## src/rtl/stack_exec_unit.sv

```systemverilog
// rtl/stack_exec_unit.sv - execute stage running decoded stack-machine instructions
module stack_exec_unit #(
  parameter int DATA_LEN = 8,
  parameter int ADDR_LEN = 8,
  parameter int INST_CAP = 20,
  parameter int PC_W     = $clog2(INST_CAP) + 1
) (
  input  logic                clk,
  input  logic                rstn,
  input  logic                en,
  input  logic [3:0]          control_bus,
  input  logic [DATA_LEN-1:0] addr_const,
  output logic [PC_W-1:0]     pc,
  output logic                fin_sig,
  output logic                halted,
  output logic                err,
  output logic [DATA_LEN-1:0] stk_data_in,
  output logic                stk_push,
  output logic                stk_pop,
  input  logic [DATA_LEN-1:0] stk_data_out,
  input  logic                stk_full,
  input  logic                stk_empty,
  output logic [ADDR_LEN-1:0] mem_addr,
  output logic                mem_r_en,
  output logic                mem_w_en,
  output logic [DATA_LEN-1:0] mem_data_in,
  input  logic [DATA_LEN-1:0] mem_data_out
);
  localparam logic [3:0] OP_PUSH  = 4'h1;
  localparam logic [3:0] OP_PUSHC = 4'h2;
  localparam logic [3:0] OP_POP   = 4'h3;
  localparam logic [3:0] OP_ADD   = 4'h4;
  localparam logic [3:0] OP_SUB   = 4'h5;
  localparam logic [3:0] OP_AND   = 4'h6;
  localparam logic [3:0] OP_OR    = 4'h7;
  localparam logic [3:0] OP_NOT   = 4'h8;
  localparam logic [3:0] OP_JMP   = 4'h9;
  localparam logic [3:0] OP_JZ    = 4'hA;
  localparam logic [3:0] OP_HALT  = 4'hF;

  localparam logic [DATA_LEN-1:0] CAP_D   = DATA_LEN'(INST_CAP);
  localparam logic [PC_W-1:0]     LAST_PC = PC_W'(INST_CAP - 1);

  typedef enum logic [2:0] {IDLE, POPA, POPB, MRD, MWAIT, PUSH, WRITE, DONE} state_t;

  state_t              state, state_nxt;
  logic [3:0]          op;
  logic [DATA_LEN-1:0] operand, a, b, result;
  logic                aborted;
  logic                start;
  logic                jump_taken;

  assign start      = (state == IDLE) && en && !halted;
  // An underflowed JZ never saw a valid top, so it must fall through.
  assign jump_taken = (op == OP_JMP) || ((op == OP_JZ) && !aborted && (a == '0));

  // Value pushed in PUSH; b is the deeper operand, a the first one popped.
  always_comb begin
    result = a;
    case (op)
      OP_PUSHC: result = operand;
      OP_ADD:   result = b + a;
      OP_SUB:   result = b - a;
      OP_AND:   result = b & a;
      OP_OR:    result = b | a;
      OP_NOT:   result = ~a;
      default:  result = a;
    endcase
  end

  // State register.
  always_ff @(posedge clk or negedge rstn) begin
    if (!rstn) state <= IDLE;
    else       state <= state_nxt;
  end

  // Next-state and state-decoded strobes; stack strobes are suppressed on empty/full.
  always_comb begin
    state_nxt   = state;
    fin_sig     = 1'b0;
    stk_push    = 1'b0;
    stk_pop     = 1'b0;
    stk_data_in = '0;
    mem_r_en    = 1'b0;
    mem_w_en    = 1'b0;
    mem_addr    = '0;
    mem_data_in = '0;
    case (state)
      IDLE: begin
        if (start) begin
          case (control_bus)
            OP_PUSH:  state_nxt = MRD;
            OP_PUSHC: state_nxt = PUSH;
            OP_POP, OP_ADD, OP_SUB, OP_AND, OP_OR, OP_NOT, OP_JZ: state_nxt = POPA;
            default:  state_nxt = DONE;
          endcase
        end
      end
      POPA: begin
        stk_pop = !stk_empty;
        if (stk_empty) state_nxt = DONE;
        else begin
          case (op)
            OP_POP:                         state_nxt = WRITE;
            OP_ADD, OP_SUB, OP_AND, OP_OR:  state_nxt = POPB;
            OP_NOT:                         state_nxt = PUSH;
            default:                        state_nxt = DONE;
          endcase
        end
      end
      POPB: begin
        stk_pop   = !stk_empty;
        state_nxt = stk_empty ? DONE : PUSH;
      end
      MRD: begin
        mem_r_en  = 1'b1;
        mem_addr  = ADDR_LEN'(operand);
        state_nxt = MWAIT;
      end
      MWAIT: state_nxt = PUSH;
      PUSH: begin
        stk_push    = !stk_full;
        stk_data_in = result;
        state_nxt   = DONE;
      end
      WRITE: begin
        mem_w_en    = 1'b1;
        mem_addr    = ADDR_LEN'(operand);
        mem_data_in = a;
        state_nxt   = DONE;
      end
      DONE: begin
        fin_sig   = 1'b1;
        state_nxt = IDLE;
      end
      default: state_nxt = IDLE;
    endcase
  end

  // Instruction capture, operand registers, sticky flags and program counter.
  always_ff @(posedge clk or negedge rstn) begin
    if (!rstn) begin
      op      <= '0;
      operand <= '0;
      a       <= '0;
      b       <= '0;
      aborted <= 1'b0;
      pc      <= '0;
      err     <= 1'b0;
      halted  <= 1'b0;
    end else begin
      case (state)
        IDLE: begin
          if (start) begin
            op      <= control_bus;
            operand <= addr_const;
            aborted <= 1'b0;
          end
        end
        POPA: begin
          if (stk_empty) begin
            err     <= 1'b1;
            aborted <= 1'b1;
          end else a <= stk_data_out;
        end
        POPB: begin
          if (stk_empty) begin
            err     <= 1'b1;
            aborted <= 1'b1;
          end else b <= stk_data_out;
        end
        MWAIT: a <= mem_data_out;
        PUSH:  if (stk_full) err <= 1'b1;
        DONE: begin
          if (op == OP_HALT) halted <= 1'b1;
          else if (jump_taken) begin
            if (operand >= CAP_D) begin
              pc  <= '0;
              err <= 1'b1;
            end else pc <= PC_W'(operand);
          end else pc <= (pc == LAST_PC) ? '0 : pc + 1'b1;
        end
        default: ;
      endcase
    end
  end
endmodule
```

## config.mk

```make
export PLATFORM = sky130hd
export DESIGN_NAME = stack_exec_unit
export DESIGN_NICKNAME = d
export VERILOG_FILES = /design/src/rtl/stack_exec_unit.sv
export SDC_FILE = /design/constraint.sdc
export NUM_CORES = 1
export LEC_CHECK = 0
export BUFFER_PORTS_ARGS = -buffer_cell sky130_fd_sc_hd__buf_2
export CAP_MARGIN = 0
export CORE_UTILIZATION = 35
export CTS_CLUSTER_DIAMETER = 30
export CTS_CLUSTER_SIZE = 16
export DETAILED_ROUTE_END_ITERATION = 8
export PLACE_DENSITY = 0.68
export SYNTH_ARGS = -nofsm -noshare
export SYNTH_HDL_FRONTEND = slang
export SYNTH_SLANG_ARGS = --single-unit
```

## constraint.sdc

```tcl
create_clock -name clk -period 2.74 [get_ports clk]
set_clock_uncertainty 0.2 [all_clocks]
set_input_delay 0.274 -clock clk [delete_from_list [all_inputs] [get_ports clk]]
set_output_delay 0.274 -clock clk [all_outputs]
set_load 0.05 [all_outputs]
```

==> flow_metrics.tcl, run 1 <==
set metrics [dict create \
    worst_slack_ns -0.5686 \
    ios 70 \
    stdcell_count 566 \
    post-synth-top-count-cell "dfrtp_1" \
    antenna_found_initial 0 \
    setup_tns_ns -3.141 \
    drive_gt1_share_pct 36.68 \
    coreArea_um2 8763 \
    cp-start-kind "register" \
    synthDistinctLibCells 65 \
    area_growth_pct 29.30 \
    clockBufferDepth 2 \
    postPlaceCellArea_um2 3900 \
    avgViaCountPerCell 5.525 \
    crit_path_end_kind "primary output" \
    finalWirelength_um 9230 \
    worst_ep_required_time_ns 2.27 \
    critical_path.cell_chain "nor4bb_4, buf_4, mux2_4, fa_2, nor2b_2, o31a_1, o21ai_2, nor3b_4, o31ai_4, buf_6" \
    globalplace.congestion 0.9262 \
    port_buffers 69 \
    wl_per_cell_um 16.31 \
    synthArstFlopShare_pct 100.0 \
    ant_nets 0 \
    grt_pass1_vias 2943 \
    final_core_util_pct 46.94 \
    ys_ff_latch 40 \
    layout.nets 503 \
    hp-class "in2reg" \
    fin_crit_sh_pct 120.8 \
    synthTopCellsByArea "dfrtp_1, mux2_2, a21oi_1" \
    seq_area_frac_synth_pct 31.46 \
    synthCells 370 \
    min_period_ns 3.309 \
    yosysWarnings 0 \
    die_x_um 97.35 \
    rsz0062_at_grt "yes" \
    crit_type "reg2out" \
    dp_hpwl_um 7127 \
    hold_viol 0 \
    slew_headroom_pct 40.41 \
    cpMaxStageDelayCell "dfrtp_1" \
    grtUsageTotal_pct 19.84 \
    route.detailed.drc 0 \
    cts_root_buf "clkbuf_8" \
    slew_violations 0 \
    synth_fp_nets 415 \
    cts_tree "built" \
    outcome "complete, but fails checks" \
    postSynthAreaPerCell_um2 8.599 \
    yosys.area.top_type_share_pct 31.46 \
    clock_sinks 40 \
    dp_cells 556 \
    insertion_delay_ns 0.29 \
    fmax_mhz 302.2 \
    die_area_um2 9476 \
    htreeDepth 2 \
    violations "setup timing" \
    drt_pass1_iterations 5 \
    antenna-diode-count 0 \
    synth_flop_cell "dfrtp_1" \
    stdcell_area_um2 4114 \
    cts_made_buffers 5 \
    rows 34 \
    yosys.area.top_type "dfrtp_1" \
    syn-cell-area_um2 3182 \
    worst_pin_slew_ns 0.8939 \
    vias 3127 \
    die_y_um 97.35 \
    synth-edff-count 0 \
    grt_remaining_overflow 0 \
    drv_cap 0 \
    setup_violations 7 \
    synth_common_cells "dfrtp_1, a21oi_1, nand2_1, nor2_1, o21ai_0" \
    grt_start_max_net_pins 41 \
    clkTransAtPathRegs_ns 0.07 \
    slowest_delay_ns 0.41 \
    grt_pass1_wl_um 15080 \
    drt_iter0_markers 200 \
    start_util_pct 36.31 \
    cp.arrival_ns 2.83 \
    critPathMaxFanout 5 \
]
## metal layers
metal	share of wire [%]	track usage [%]	vias up
li1	-	-	1518
met1	46	27.37	1501
met2	47	32.34	94
met3	4.8	2.374	14
met4	2.1	6.561	0
met5	0	0	-
## cell usage in the layout (no fill, tap or decap), types with 4 or more instances in the layout
cell,n
buf_2,62
dfrtp_1,40
buf_4,35
a21oi_1,30
nand2_1,29
nor2_1,22
mux2_2,18
nor3_1,17
o21ai_0,17
inv_1,13
and2_1,11
ha_1,11
nand2b_1,10
and3_1,8
a221o_1,8
xnor2_1,7
buf_6,7
nor2b_1,6
a31oi_1,6
a22oi_1,6
clkbuf_8,5
nand3_1,4
or2_2,4
o21a_1,4
## sequential cells by signal (all words and copies together) (netlist names)
name and cells:
a 8, pc 6, halted 1, aborted 1, operand 8, state 3
err 1, b 8, op 4
## worst max-delay path: cells and delay by family (launching register included)
family | cells | cell delay (ns)
AO/OA/AOI/OAI | 3 | 0.49
adder cells (fa/ha/maj) | 1 | 0.35
buffers and inverters | 2 | 0.36
AND/OR/NAND/NOR | 3 | 0.60
flip-flops | 1 | 0.41
multiplexers | 1 | 0.31
## layout make-up
| cell class | count | area [µm²] |
|---|---|---|
| Fill cell | 853 | 4649 |
| Multi-Input combinational cell | 291 | 2176 |
| Sequential cell | 40 | 1001 |
| Timing Repair Buffer | 106 | 671.9 |
| Tap cell | 108 | 135.1 |
| Clock buffer | 6 | 72.57 |
| Inverter | 14 | 52.55 |
| Clock inverter | 1 | 5.005 |
## worst paths after layout
| kind | depth (start not counted) | end | slack [ns] | startpoint |
|---|---|---|---|---|
| worst min-delay path | 3 | a[7]$_DFFE_PN0P_ | 0.007 | stk_data_out[7] |
| worst min register to register | 1 | err$_DFFE_PN0P_ | 0.29 | err$_DFFE_PN0P_ |
| worst max-delay path | 10 | stk_data_in[6] | -0.57 | op[3]$_DFFE_PN0P_ |
| min in group asynchronous | 2 | a[4]$_DFFE_PN0P_ | 0.45 | rstn |
| worst max register to register | 8 | pc[3]$_DFFE_PN0P_ | 0.40 | a[1]$_DFFE_PN0P_ |
| max in group asynchronous | 2 | op[0]$_DFFE_PN0P_ | 1.34 | rstn |
## cells by family after synthesis
kind of cell               synth area share (%)
muxes                                     7.039
buffers and inverters                     5.938
AOI/OAI and AO/OA                         23.83
and+or+nand+nor                           24.26
xor gates and xnor gates                  2.202
DFF                                       31.46
adders and majority gates                 5.269
## per-stage QoR
stage | worst slack, ns | hold WS [ns]
CTS | -0.5858 | 0.004834
floorplan | -0.3482 | -0.2216
detailed placement | -0.4158 | 0.2529
global placement | -0.3685 | 0.2399
global route | -0.6922 | 0.01358
finish | -0.5686 | 0.007269
## what timing repair did
action,CTS,global route
hold buffers,1,1
gates resized for setup,22,8
endpoints found under the setup margin,7,16
hold endpoints to repair,40,1
setup buffers,0,1
pin swaps,11,6
Power of run 1 is left out: the tool's default activity adds up to more than one toggle a clock period on the data nets, which glitch-free logic cannot reach.
==> inputs of run 2 (changes only) <==
MAX_ROUTING_LAYER = met4   (was not set)
==> run 2 against run 1 <==
The run still ends with setup timing left. Non-clock buffer count did not move. Flip-flop and latch count did not move. First-iteration DRC count fell by 19%. Cell area did not move. Count of clock-buffer cells in the layout did not move. Routed wire length barely moved. Worst setup slack improved by 0.0092 ns. Sequential share of layout area did not move. Critical path depth did not move. Global-route usage rose by 0.59 points. Fmax rose by 0.28%. Critical path type unchanged.
==> flow_metrics.tcl, run 2 (same netlist as run 1, synthesis figures left out) <==
set metrics [dict create \
    drv_cap 0 \
    cts_made_buffers 5 \
    cpMaxStageDelayCell "dfrtp_1" \
    min_period_ns 3.299 \
    crit_type "reg2out" \
    r2r_end "pc[3]$_DFFE_PN0P_" \
    outcome "complete, but fails checks" \
    antenna-diode-count 0 \
    avgViaCountPerCell 5.532 \
    r2r_cells 8 \
    start_util_pct 36.31 \
    cts_root_buf "clkbuf_8" \
    cts_tree "built" \
    ios 70 \
    wl_per_cell_um 16.32 \
    hp-class "in2reg" \
    insertion_delay_ns 0.29 \
    regArea_um2 1001 \
    ant_nets 0 \
    slowest_delay_ns 0.41 \
    die_x_um 97.35 \
    endpoint "stk_data_in[6]" \
    dp_hpwl_um 7127 \
    finalWirelength_um 9236 \
    globalplace.congestion 0.9425 \
    drt_pass1_iterations 4 \
    vias 3131 \
    route.detailed.drc 0 \
    antenna_found_initial 0 \
    layout_commonest_cell "buf_2" \
    violations "setup timing" \
    worst_slack_ns -0.5594 \
    fillers 853 \
    rrSetupSlack_ns 0.41 \
    clkTransAtPathRegs_ns 0.07 \
    setup_violations 7 \
    area_growth_pct 29.30 \
    clock_sinks 40 \
    startpoint "op[3]$_DFFE_PN0P_" \
    worst_ep_required_time_ns 2.27 \
    fmax_mhz 303.1 \
    min_path_cells 3 \
    rsz0062_at_grt "yes" \
    critPathMaxFanout 5 \
    port_buffers 69 \
    htreeDepth 2 \
    hold_viol 0 \
    grt_start_max_net_pins 41 \
    critical_path.cell_chain "nor4bb_4, buf_4, mux2_4, fa_2, nor2b_2, o31a_1, o21ai_2, nor3b_4, o31ai_4, buf_6" \
    drive_gt1_share_pct 36.68 \
    slew_headroom_pct 39.39 \
    grt_pass1_vias 2935 \
    grt_remaining_overflow 0 \
    whs_ns 0.01051 \
    multi_input_area_um2 2176 \
    die_y_um 97.35 \
    rr_startpoint "a[1]$_DFFE_PN0P_" \
    min_from "mem_data_out[7]" \
    fin_crit_sh_pct 120.4 \
    cp-start-kind "register" \
    grtUsageTotal_pct 20.42 \
    slew_violations 0 \
    die_area_um2 9476 \
    coreArea_um2 8763 \
    reg.largest.list "a: 8 flops, b: 8 flops, operand: 8 flops" \
    drt_iter0_markers 162 \
    worst_pin_slew_ns 0.9092 \
    grt_pass1_wl_um 15080 \
    crit_path_end_kind "primary output" \
    rows 34 \
    cp.arrival_ns 2.83 \
    clockBufferDepth 2 \
    final_cell_mix "buf_2, dfrtp_1, buf_4" \
    layout.nets 503 \
]
==> run 2: cell counts in the layout (fill, tap and decap cells not counted) <==
Identical to the previous run, type by type.
==> run 2: per-stage QoR <==
step / instance area (µm²) / cells / utilization [%] / TNS (ns) / worst slack [ns]
after detailed placement: 3900 / 556 / 44.50 / -2.077 / -0.4158
after floorplan: 3307 / 370 / - / -0.9465 / -0.3482
after global routing: 4114 / 566 / 46.94 / -4.006 / -0.6922
after global placement: 3900 / 556 / 44.50 / -1.722 / -0.3685
after CTS: 4064 / 564 / 46.37 / -3.410 / -0.5858
final: 4114 / 566 / 46.94 / -3.040 / -0.5594
==> run 2: what timing repair did <==
| action | in CTS | in global routing |
|---|---|---|
| endpoints found under the hold margin | 40 | 1 |
| setup endpoints to repair | 7 | 16 |
| hold buffers | 1 | 1 |
| buffers inserted | 0 | 1 |
| pin swaps | 11 | 6 |
| resized for setup | 22 | 8 |
==> run 2: worst min-delay path by stage <==
stage | to | slack [ns]
floorplan | a[0]$_DFFE_PN0P_ | -0.22
global placement | b[7]$_DFFE_PN0P_ | 0.24
detailed placement | b[7]$_DFFE_PN0P_ | 0.25
CTS | operand[1]$_DFFE_PN0P_ | 0.005
global route | operand[7]$_DFFE_PN0P_ | 0.01
finish | a[7]$_DFFE_PN0P_ | 0.01
==> run 2: final cells by class <==
class | instances | area share [%]
clock inverter | 1 | 0.1217
tap | 108 | 3.285
sequential | 40 | 24.33
multi-input combinational | 291 | 52.89
inverter | 14 | 1.277
clock buffer | 6 | 1.764
timing repair buffer | 106 | 16.33
==> run 2: critical path, delay by kind of cell (launching register included) <==
| family | cells | cell delay, ns |
|---|---|---|
| DFF | 1 | 0.41 |
| muxes | 1 | 0.31 |
| buffers and inverters | 2 | 0.36 |
| and+or+nand+nor | 3 | 0.60 |
| AOI/OAI and AO/OA | 3 | 0.49 |
| adders and majority gates | 1 | 0.36 |
==> run 2: layer usage <==
layer	GRT usage, %	vias to the layer above	wire (µm)
met5	-	-	0
met4	6.561	0	148
met3	2.230	11	374
met2	32.39	81	4406
met1	27.46	1519	4305
li1	-	1520	-
Power of run 2 is left out for the same reason.
==> inputs of run 3 (changes only) <==
PLACE_DENSITY = not set   (was 0.68)
==> run 3 against run 2 <==
The flow still finishes with violations (setup timing). First-iteration DRC count grew 40%. Sequential share of layout area shrank 0.31 points. Die area is the same.
==> flow_metrics.tcl, run 3 (same netlist as run 1, synthesis figures left out) <==
set metrics [dict create \
    fin_crit_sh_pct 121.4 \
    outcome "complete, but fails checks" \
    grt_pass1_vias 2990 \
    pre_cts_ws_ns -0.3964 \
    grt_start_max_net_pins 41 \
    avgViaCountPerCell 5.567 \
    htreeDepth 2 \
    dp_cells 556 \
    vias 3162 \
    drt_iter0_markers 226 \
    rsz0062_at_grt "yes" \
    wl_per_cell_um 17.03 \
    slew_violations 0 \
    stdcell_count 568 \
    critical_path.cell_chain "nor4bb_4, buf_4, mux2_4, fa_2, nor2b_4, o31a_1, o21ai_2, nor3b_4, o31ai_4, buf_6" \
    grtUsageTotal_pct 20.96 \
    hp-class "in2reg" \
    layout.nets 504 \
    clock_sinks 40 \
    layout_commonest_cell "buf_2" \
    cts_made_buffers 5 \
    final_core_util_pct 47.54 \
    crit_path_end_kind "primary output" \
    min_period_ns 3.328 \
    fmax_mhz 300.5 \
    cp_top_family "simple AND/OR/NAND/NOR gates" \
    route.detailed.drc 0 \
    hold_viol 0 \
    antenna_found_initial 0 \
    ant_nets 0 \
    cts_tree "built" \
    slowest_delay_ns 0.42 \
    setup_violations 7 \
    multi_input_area_um2 2198 \
    worst_pin_slew_ns 0.9016 \
    worst_slack_ns -0.5875 \
    cpMaxStageDelayCell "fa_2" \
    critPathMaxFanout 5 \
    postPlaceCellArea_um2 3900 \
    clkTransAtPathRegs_ns 0.08 \
    die_area_um2 9476 \
    port_buffers 69 \
    crit_type "reg2out" \
    violations "setup timing" \
    globalplace.congestion 0.8623 \
    regArea_um2 1001 \
    worst-path-buf-inv 2 \
    area_growth_pct 30.95 \
    insertion_delay_ns 0.29 \
    dp_hpwl_um 7446 \
    grt_pass1_wl_um 15630 \
    ios 70 \
    rows 34 \
    reg.largest.list "a: 8 flops, b: 8 flops, operand: 8 flops" \
    antenna-diode-count 0 \
    worst_ep_required_time_ns 2.27 \
    stdcell_area_um2 4167 \
    finalWirelength_um 9671 \
    fillers 865 \
    die_y_um 97.35 \
    cp.arrival_ns 2.85 \
    clockBufferDepth 2 \
    drt_pass1_iterations 4 \
    coreArea_um2 8763 \
    grt_remaining_overflow 0 \
    start_util_pct 36.31 \
    slew_headroom_pct 39.89 \
    cp-start-kind "register" \
    final_cell_mix "buf_2, dfrtp_1, buf_4" \
    drive_gt1_share_pct 38.04 \
    drv_cap 0 \
    cts_root_buf "clkbuf_8" \
    die_x_um 97.35 \
]
## run 3: stage by stage
stage	hold slack (ns)	setup TNS, ns
final	0.004073	-3.298
after global routing	0.004873	-4.191
after CTS	0.004305	-3.436
after detailed placement	0.2653	-2.019
after global placement	0.2511	-1.617
after floorplan	-0.2216	-0.9465
## run 3: what timing repair did
| item | 4_1_cts | 5_1_grt |
|---|---|---|
| resized for setup | 26 | 13 |
| hold buffers | 1 | 0 |
| setup buffers | 1 | 2 |
| pin swaps | 16 | 13 |
| endpoints found under the setup margin | 7 | 8 |
| hold endpoints to repair | 40 | 0 |
## run 3: per-layer routing
metal / share of wire, % / up-vias / GRT usage (%)
met1: 48 / 1532 / 29.14
met2: 47 / 95 / 32.83
met4: 1.1 / 0 / 5.090
met3: 4.1 / 10 / 2.302
li1: - / 1525 / -
met5: 0 / - / -
## run 3: worst paths after layout
| path | start | to | slack [ns] | depth (start not counted) |
|---|---|---|---|---|
| worst max-delay path | op[1]$_DFFE_PN0P_ | stk_data_in[6] | -0.59 | 10 |
| worst min-delay path | mem_data_out[6] | a[6]$_DFFE_PN0P_ | 0.004 | 3 |
| worst max register to register | a[0]$_DFFE_PN0P_ | pc[3]$_DFFE_PN0P_ | 0.35 | 8 |
| worst min register to register | err$_DFFE_PN0P_ | err$_DFFE_PN0P_ | 0.28 | 1 |
| max in group asynchronous | rstn | operand[5]$_DFFE_PN0P_ | 1.32 | 2 |
| min in group asynchronous | rstn | b[7]$_DFFE_PN0P_ | 0.45 | 2 |
## run 3: area by class of cell
cell class | count | area share [%]
Clock buffer | 6 | 1.982
Clock inverter | 2 | 0.2402
Inverter | 14 | 1.261
Multi-Input combinational cell | 291 | 52.76
Sequential cell | 40 | 24.02
Tap cell | 108 | 3.243
Timing Repair Buffer | 107 | 16.49
## run 3: worst reg2reg max path, stage by stage (launching register included)
cell	delay, ns
dfrtp_1	0.38
inv_1	0.08
ha_1	0.20
nor2b_1	0.22
buf_4	0.15
nand4_4	0.11
a21oi_2	0.48
o31ai_1	0.14
a221o_1	0.30
Power of run 3 is left out for the same reason.
